$ cat src/rtl/chn_arb_pkg.sv
// Purpose: shared types and constants for the channel/endpoint arbiter.
// Latency: n/a (package only).
// Backpressure: n/a.
// Contents: arbiter state encoding, a constant-evaluable clog2, default
// grant-timeout and hog-limit values.
package chn_arb_pkg;

  typedef enum logic [1:0] {
    ST_IDLE  = 2'd0,
    ST_GRANT = 2'd1,
    ST_BUSY  = 2'd2,
    ST_GAP   = 2'd3
  } arb_state_t;

  localparam int GNT_TO_DEF  = 16;
  localparam int HOG_MAX_DEF = 1024;

  // Ceiling log2; usable in parameter/localparam expressions.
  function automatic int clog2(input int val);
    int res;
    res = 0;
    while ((1 << res) < val) res++;
    return res;
  endfunction

endpackage

$ cat src/rtl/rr_pick.sv
// Purpose: combinational round-robin picker over NCHN request bits.
// Latency: combinational, zero cycles.
// Backpressure: none; result is valid whenever any request bit is set.
// Ports: req - request vector; ptr - highest-priority index (< NCHN);
//        valid - any request; idx - first requester at or after ptr, wrapping.
module rr_pick #(
  parameter int NCHN = 2,
  parameter int CW   = 3
) (
  input  logic [NCHN-1:0] req,
  input  logic [CW-1:0]   ptr,
  output logic            valid,
  output logic [CW-1:0]   idx
);

  // The upper copy of req supplies the wrapped-around candidates, so one
  // linear scan from ptr upwards covers every index exactly once.
  logic [2*NCHN-1:0] dbl;
  assign dbl = {req, req};

  always_comb begin
    valid = |req;
    idx   = '0;
    // Scan downwards so the last hit (lowest position >= ptr) wins.
    for (int k = 2*NCHN-1; k >= 0; k--) begin
      if (dbl[k] && (k >= int'(ptr))) idx = CW'(k % NCHN);
    end
  end

endmodule

$ cat src/rtl/chn_ep_arb.sv
// Purpose: round-robin owner of the endpoint TRN tx port shared by NCHN channels.
// Latency: request to turn grant is 1 cycle; one enforced idle (GAP) cycle between owners.
// Backpressure: a grant is held while the owner drives; unused grants are revoked after GNT_TO cycles.
// Ports: clk/rst (sync, active-high); chn_reqep/chn_drvn per-channel request and
//        driving flags; chn_trn one-hot turn grant; arb_owner last granted index;
//        arb_busy grant outstanding; err_hog/err_drv sticky protocol flags.
module chn_ep_arb
  import chn_arb_pkg::*;
#(
  parameter int NCHN    = 2,
  parameter int GNT_TO  = GNT_TO_DEF,
  parameter int HOG_MAX = HOG_MAX_DEF,
  parameter int CW      = 3
) (
  input  logic            clk,
  input  logic            rst,
  input  logic [NCHN-1:0] chn_reqep,
  input  logic [NCHN-1:0] chn_drvn,
  output logic [NCHN-1:0] chn_trn,
  output logic [CW-1:0]   arb_owner,
  output logic            arb_busy,
  output logic            err_hog,
  output logic            err_drv
);

  localparam int WW = clog2(GNT_TO) + 1;
  localparam int HW = clog2(HOG_MAX) + 1;

  arb_state_t    state;
  logic [CW-1:0] rr_ptr;
  logic [WW-1:0] wait_cnt;
  logic [HW-1:0] hog_cnt;

  logic          pick_vld;
  logic [CW-1:0] pick_idx;

  rr_pick #(
    .NCHN (NCHN),
    .CW   (CW)
  ) u_rr_pick (
    .req   (chn_reqep),
    .ptr   (rr_ptr),
    .valid (pick_vld),
    .idx   (pick_idx)
  );

  // In GRANT/BUSY chn_trn is exactly the owner's one-hot, so masking with it
  // selects the owner's request/drive bits without a variable-width index.
  logic own_drv;
  logic own_req;
  assign own_drv = |(chn_drvn & chn_trn);
  assign own_req = |(chn_reqep & chn_trn);

  // chn_trn is zero in IDLE/GAP, so "drvn outside chn_trn" covers both a
  // non-owner driving and anyone driving while no grant is outstanding.
  logic drv_multi;
  logic drv_bad;
  assign drv_multi = |(chn_drvn & (chn_drvn - NCHN'(1)));
  assign drv_bad   = drv_multi || (|(chn_drvn & ~chn_trn));

  logic [CW-1:0] next_ptr;
  assign next_ptr = (arb_owner == CW'(NCHN-1)) ? '0 : arb_owner + 1'b1;

  always_ff @(posedge clk) begin
    if (rst) begin
      state     <= ST_IDLE;
      rr_ptr    <= '0;
      wait_cnt  <= '0;
      hog_cnt   <= '0;
      chn_trn   <= '0;
      arb_owner <= '0;
      arb_busy  <= 1'b0;
      err_hog   <= 1'b0;
      err_drv   <= 1'b0;
    end else begin
      if (drv_bad) err_drv <= 1'b1;

      case (state)
        ST_IDLE: begin
          if (pick_vld) begin
            chn_trn   <= NCHN'(1) << pick_idx;
            arb_owner <= pick_idx;
            arb_busy  <= 1'b1;
            wait_cnt  <= '0;
            state     <= ST_GRANT;
          end
        end

        ST_GRANT: begin
          if (own_drv) begin
            hog_cnt <= '0;
            state   <= ST_BUSY;
          end else if (!own_req || (wait_cnt == WW'(GNT_TO-1))) begin
            // Release or revoke: the next search starts after this owner.
            chn_trn  <= '0;
            arb_busy <= 1'b0;
            rr_ptr   <= next_ptr;
            state    <= ST_GAP;
          end else begin
            wait_cnt <= wait_cnt + 1'b1;
          end
        end

        ST_BUSY: begin
          if (!own_drv) begin
            chn_trn  <= '0;
            arb_busy <= 1'b0;
            rr_ptr   <= next_ptr;
            state    <= ST_GAP;
          end else if (hog_cnt != HW'(HOG_MAX)) begin
            hog_cnt <= hog_cnt + 1'b1;
            if (hog_cnt == HW'(HOG_MAX-1)) err_hog <= 1'b1;
          end
        end

        ST_GAP: begin
          // Guaranteed turnaround cycle on TRN tx.
          state <= ST_IDLE;
        end

        default: state <= ST_IDLE;
      endcase
    end
  end

endmodule

$ cat config.mk
export PLATFORM = sky130hd
export DESIGN_NAME = chn_ep_arb
export DESIGN_NICKNAME = d
export VERILOG_FILES = /design/src/rtl/chn_arb_pkg.sv /design/src/rtl/rr_pick.sv /design/src/rtl/chn_ep_arb.sv
export SDC_FILE = /design/constraint.sdc
export NUM_CORES = 1
export LEC_CHECK = 0
export BUFFER_PORTS_ARGS = -buffer_cell sky130_fd_sc_hd__buf_2
export CAP_MARGIN = 5
export CORE_AREA = 4 4 60 62
export DETAILED_ROUTE_END_ITERATION = 12
export DIE_AREA = 0 0 64 66
export GPL_TIMING_DRIVEN = 0
export PLACE_DENSITY = 0.73
export SYNTH_ARGS = -nofsm -noshare
export SYNTH_HDL_FRONTEND = slang
export SYNTH_HIERARCHICAL = 1
export SYNTH_SLANG_ARGS = --single-unit
$ cat constraint.sdc
create_clock -name clk -period 1.9 [get_ports clk]
set_clock_uncertainty 0.1 [all_clocks]
set_input_delay 0.285 -clock clk [delete_from_list [all_inputs] [get_ports clk]]
set_output_delay 0.285 -clock clk [all_outputs]
set_load 0.01 [all_outputs]
==> results.md <==
Placement:
- The post-detailed-placement half-perimeter wirelength is 2670 um.
- The routability-driven placement congestion ratio is between 0.7 and 0.8.
- The port buffer count is 13.

Die:
- From left edge to right edge, the die measures around 64 um.
- The floorplan has 20 rows.
- The die covers about 4200 um2.
- The boundary pin count is 14.
- For this configuration, the core starts out at a cell density of 51.1%.
- The core region is ~3000 um2.
- The floorplan die height is between 60 and 70 um.

Drt:
- For this block, the initial DRC count from the detailed router was roughly 100.
- The post-detailed-route count of antenna-violating nets is 0.
- After detailed routing, the total wire length is between 3000 and 4000 um.
- The per-cell via count in the routed design is 5.66.
- The number of optimization iterations in the first detailed-route pass is 4.
- The wire length per cell after detailed routing is 14.7 um.
- The detailed-route DRC error count is 0.
- Detailed routing inserted a total of between 1k and 1.5k vias.

Run status:
- The flow ran to the end, but the final reports show violations.
- The checks that failed: negative setup slack.

CTS:
- In this run, post-CTS hold repair placed 0 buffers.
- The post-CTS clock slew at the launch and capture registers of the worst setup and hold paths is 150 ps.
- CTS built an H-tree with a depth of 1.
- The number of CTS-inserted buffers is 3.
- The number of clock sinks is 28.
- The later pin in the worst-skew pair is clocked with a latency of roughly 330 ps.
- TritonCTS built the clock tree.
- The buffer cell driving the clock tree root is clkbuf_4.
- Counting along the longest clock path gives a buffer depth of 2.

Worst setup path:
- For the worst flop-to-flop path, the logic depth is 7.
- The worst endpoint required time is between 2000 and 2500 ps.
- The register-to-register path setup slack is -70 ps.
- The signal on the critical path passes through ha_4 -> and3_4 -> ha_4 -> nor2b_4 -> and2_4 -> or4_4 -> mux2_4.
- The kind of critical path is reg -> reg.
- The slowest stage of the critical path belongs to the cell or4_4.
- The endpoint identified for the worst register-to-register timing path is arb_busy$_SDFFE_PP0P_.
- The worst setup path is launched from a register.
- The endpoint kind of the worst setup timing path is a register.
- Among the stages of the critical path, the cell type that occurs most often is ha_4.
- The worst register-to-register path begins at wait_cnt[1]$_SDFFE_PP0P_.
- On the worst path, the slowest cell contributes a delay of 460 ps.
- Of all nets on the critical path, the largest fanout is 3.
- Data arrives at the worst endpoint at about 2100 ps.

Pwr:
- For this design the static power due to leakage is around 0.74 nW.
- In this run the power density over the cells is between 1000 and 1500 nW/um2.
- VDD sags by at most roughly 0.0007 V.
- Overall power consumption after layout is estimated at 1.90 mW.

Cells and area:
- The post-layout utilization of the core is a little over three fifths.
- The count of antenna diodes in the layout is 0.
- The final layout contains between 200 and 250 nets.
- The ratio of cells with drive above 1 in the final layout is 30.7%.
- In the final layout, the multi-input gates occupy slightly below 1000 um2.
- The sequential cell area is ~570 um2.
- The number of fillers in the final layout is around 280.
- The post-synthesis to final-layout area growth is 22.7%.

Timing:
- The maximum operating frequency is 0.507 GHz.
- Setup slack on the critical path of the routed design comes to -72.0 ps.
- Setup repair after global routing could not meet its margin everywhere.
- The final critical-path share of the clock period is 104%.
- The max-slew violation count came to 0.
- The number of hold violations in the final report is 0.
- On the final layout, the worst hold slack is between 150 and 200 ps.
- Setup violations remaining at the end of the flow were counted as 3.
- The final critical-path required period is between 1500 and 2000 ps.

Hold path:
- The worst min-delay path startpoint is chn_drvn[1].
- The number of stages on the worst hold path is 3.
- The path type of the worst min-delay path is in -> reg.
- For hold timing, the worst endpoint is err_drv$_SDFFE_PP0P_.

Logic synthesis:
- For this run, the number of Yosys warnings is 6.
- In this run the cell area of the synthesized design comes to around 1500 um2.
- Counting every instance in the synthesized netlist gives approximately 190.
- Averaged over all synthesized cells, the footprint is between 8 and 9 um2.

Global routing:
- The number of global-route vias before repair is 1346.
- The global-route wire length before repair is around 6000 um.
- For this run the aggregate overflow at the end of global routing stands at 0.
- Entering global routing, the biggest net connects 16 pins.
- For this run, the total global-route usage over all layers was measured as 18.1%.
- The number of antenna violations at the first check in global routing came to 0.

Run:
- Max-cap violations in this run came to 0.
## per-stage QoR
stage | instance area, um2 | setup TNS [ps] | instances | setup WS (ps)
floorplan | 1620 | -1.06 | 189 | -1.06
global placement | 1740 | -592 | 246 | -154
detailed placement | 1740 | -1520 | 246 | -257
CTS | 1820 | -152 | 254 | -59.0
global route | 1900 | -291 | 259 | -107
finish | 1900 | -187 | 259 | -72.0
## layout by cell type, fill, tap and decap left out, types with 4 or more instances in the layout
cell and n:
a21o_1 4, a21oi_1 14, buf_2 15, buf_4 14, dfxtp_1 22, dfxtp_2 5
inv_1 13, nand2_1 20, nand3_1 8, nor2_1 12, nor3_1 5, o32ai_1 5
## power breakdown
group          switching [mW]  internal (mW)
registers              0.0655          0.663
logic                   0.479          0.397
clock network           0.180          0.117
## state kept, by name (all words and copies together), names as in the netlist
register / flops
state: 2
arb_owner: 3
err_hog: 1
arb_busy: 1
hog_cnt: 11
wait_cnt: 5
chn_trn: 2
err_drv: 1
rr_ptr: 2
## layout make-up
cell class | count | area share [%]
Multi-Input combinational cell | 136 | 52.0
Sequential cell | 28 | 30.1
Timing Repair Buffer | 25 | 8.17
Tap cell | 44 | 2.90
Inverter | 14 | 2.77
Buffer | 8 | 2.18
Clock buffer | 4 | 1.91
## worst max-delay path, delay by kind of cell, from the launching register on
family | cells | cell delay [ps]
adder cells (fa/ha/maj) | 2 | 260
flip-flops | 1 | 380
multiplexers | 1 | 310
AND/OR/NAND/NOR | 4 | 830
## worst max path at each step
stage / from / cells after the start / end
CTS: wait_cnt[1]$_SDFFE_PP0P_ / 7 / arb_busy$_SDFFE_PP0P_
floorplan: wait_cnt[1]$_SDFFE_PP0P_ / 7 / arb_busy$_SDFFE_PP0P_
global route: wait_cnt[1]$_SDFFE_PP0P_ / 7 / arb_busy$_SDFFE_PP0P_
finish: wait_cnt[1]$_SDFFE_PP0P_ / 7 / arb_busy$_SDFFE_PP0P_
detailed placement: state[0]$_SDFFE_PP0P_ / 6 / hog_cnt[10]$_SDFFE_PP0P_
global placement: state[0]$_SDFFE_PP0P_ / 6 / hog_cnt[10]$_SDFFE_PP0P_
## metal layers
| layer | wire [um] | share of wire, % | GRT usage (%) |
|---|---|---|---|
| met5 | 0 | 0 | 0 |
| met2 | 1990 | 52 | 31.9 |
| met1 | 1660 | 43 | 23.3 |
| met4 | 59 | 1.5 | 5.12 |
| met3 | 112 | 2.9 | 2.04 |
## repair_timing
item,in CTS,in global routing
gates resized for setup,6,12
setup endpoints to repair,14,14
pin swaps,0,4
cloned,0,0
buffers inserted,7,5
(Power assumes the default switching activity.)
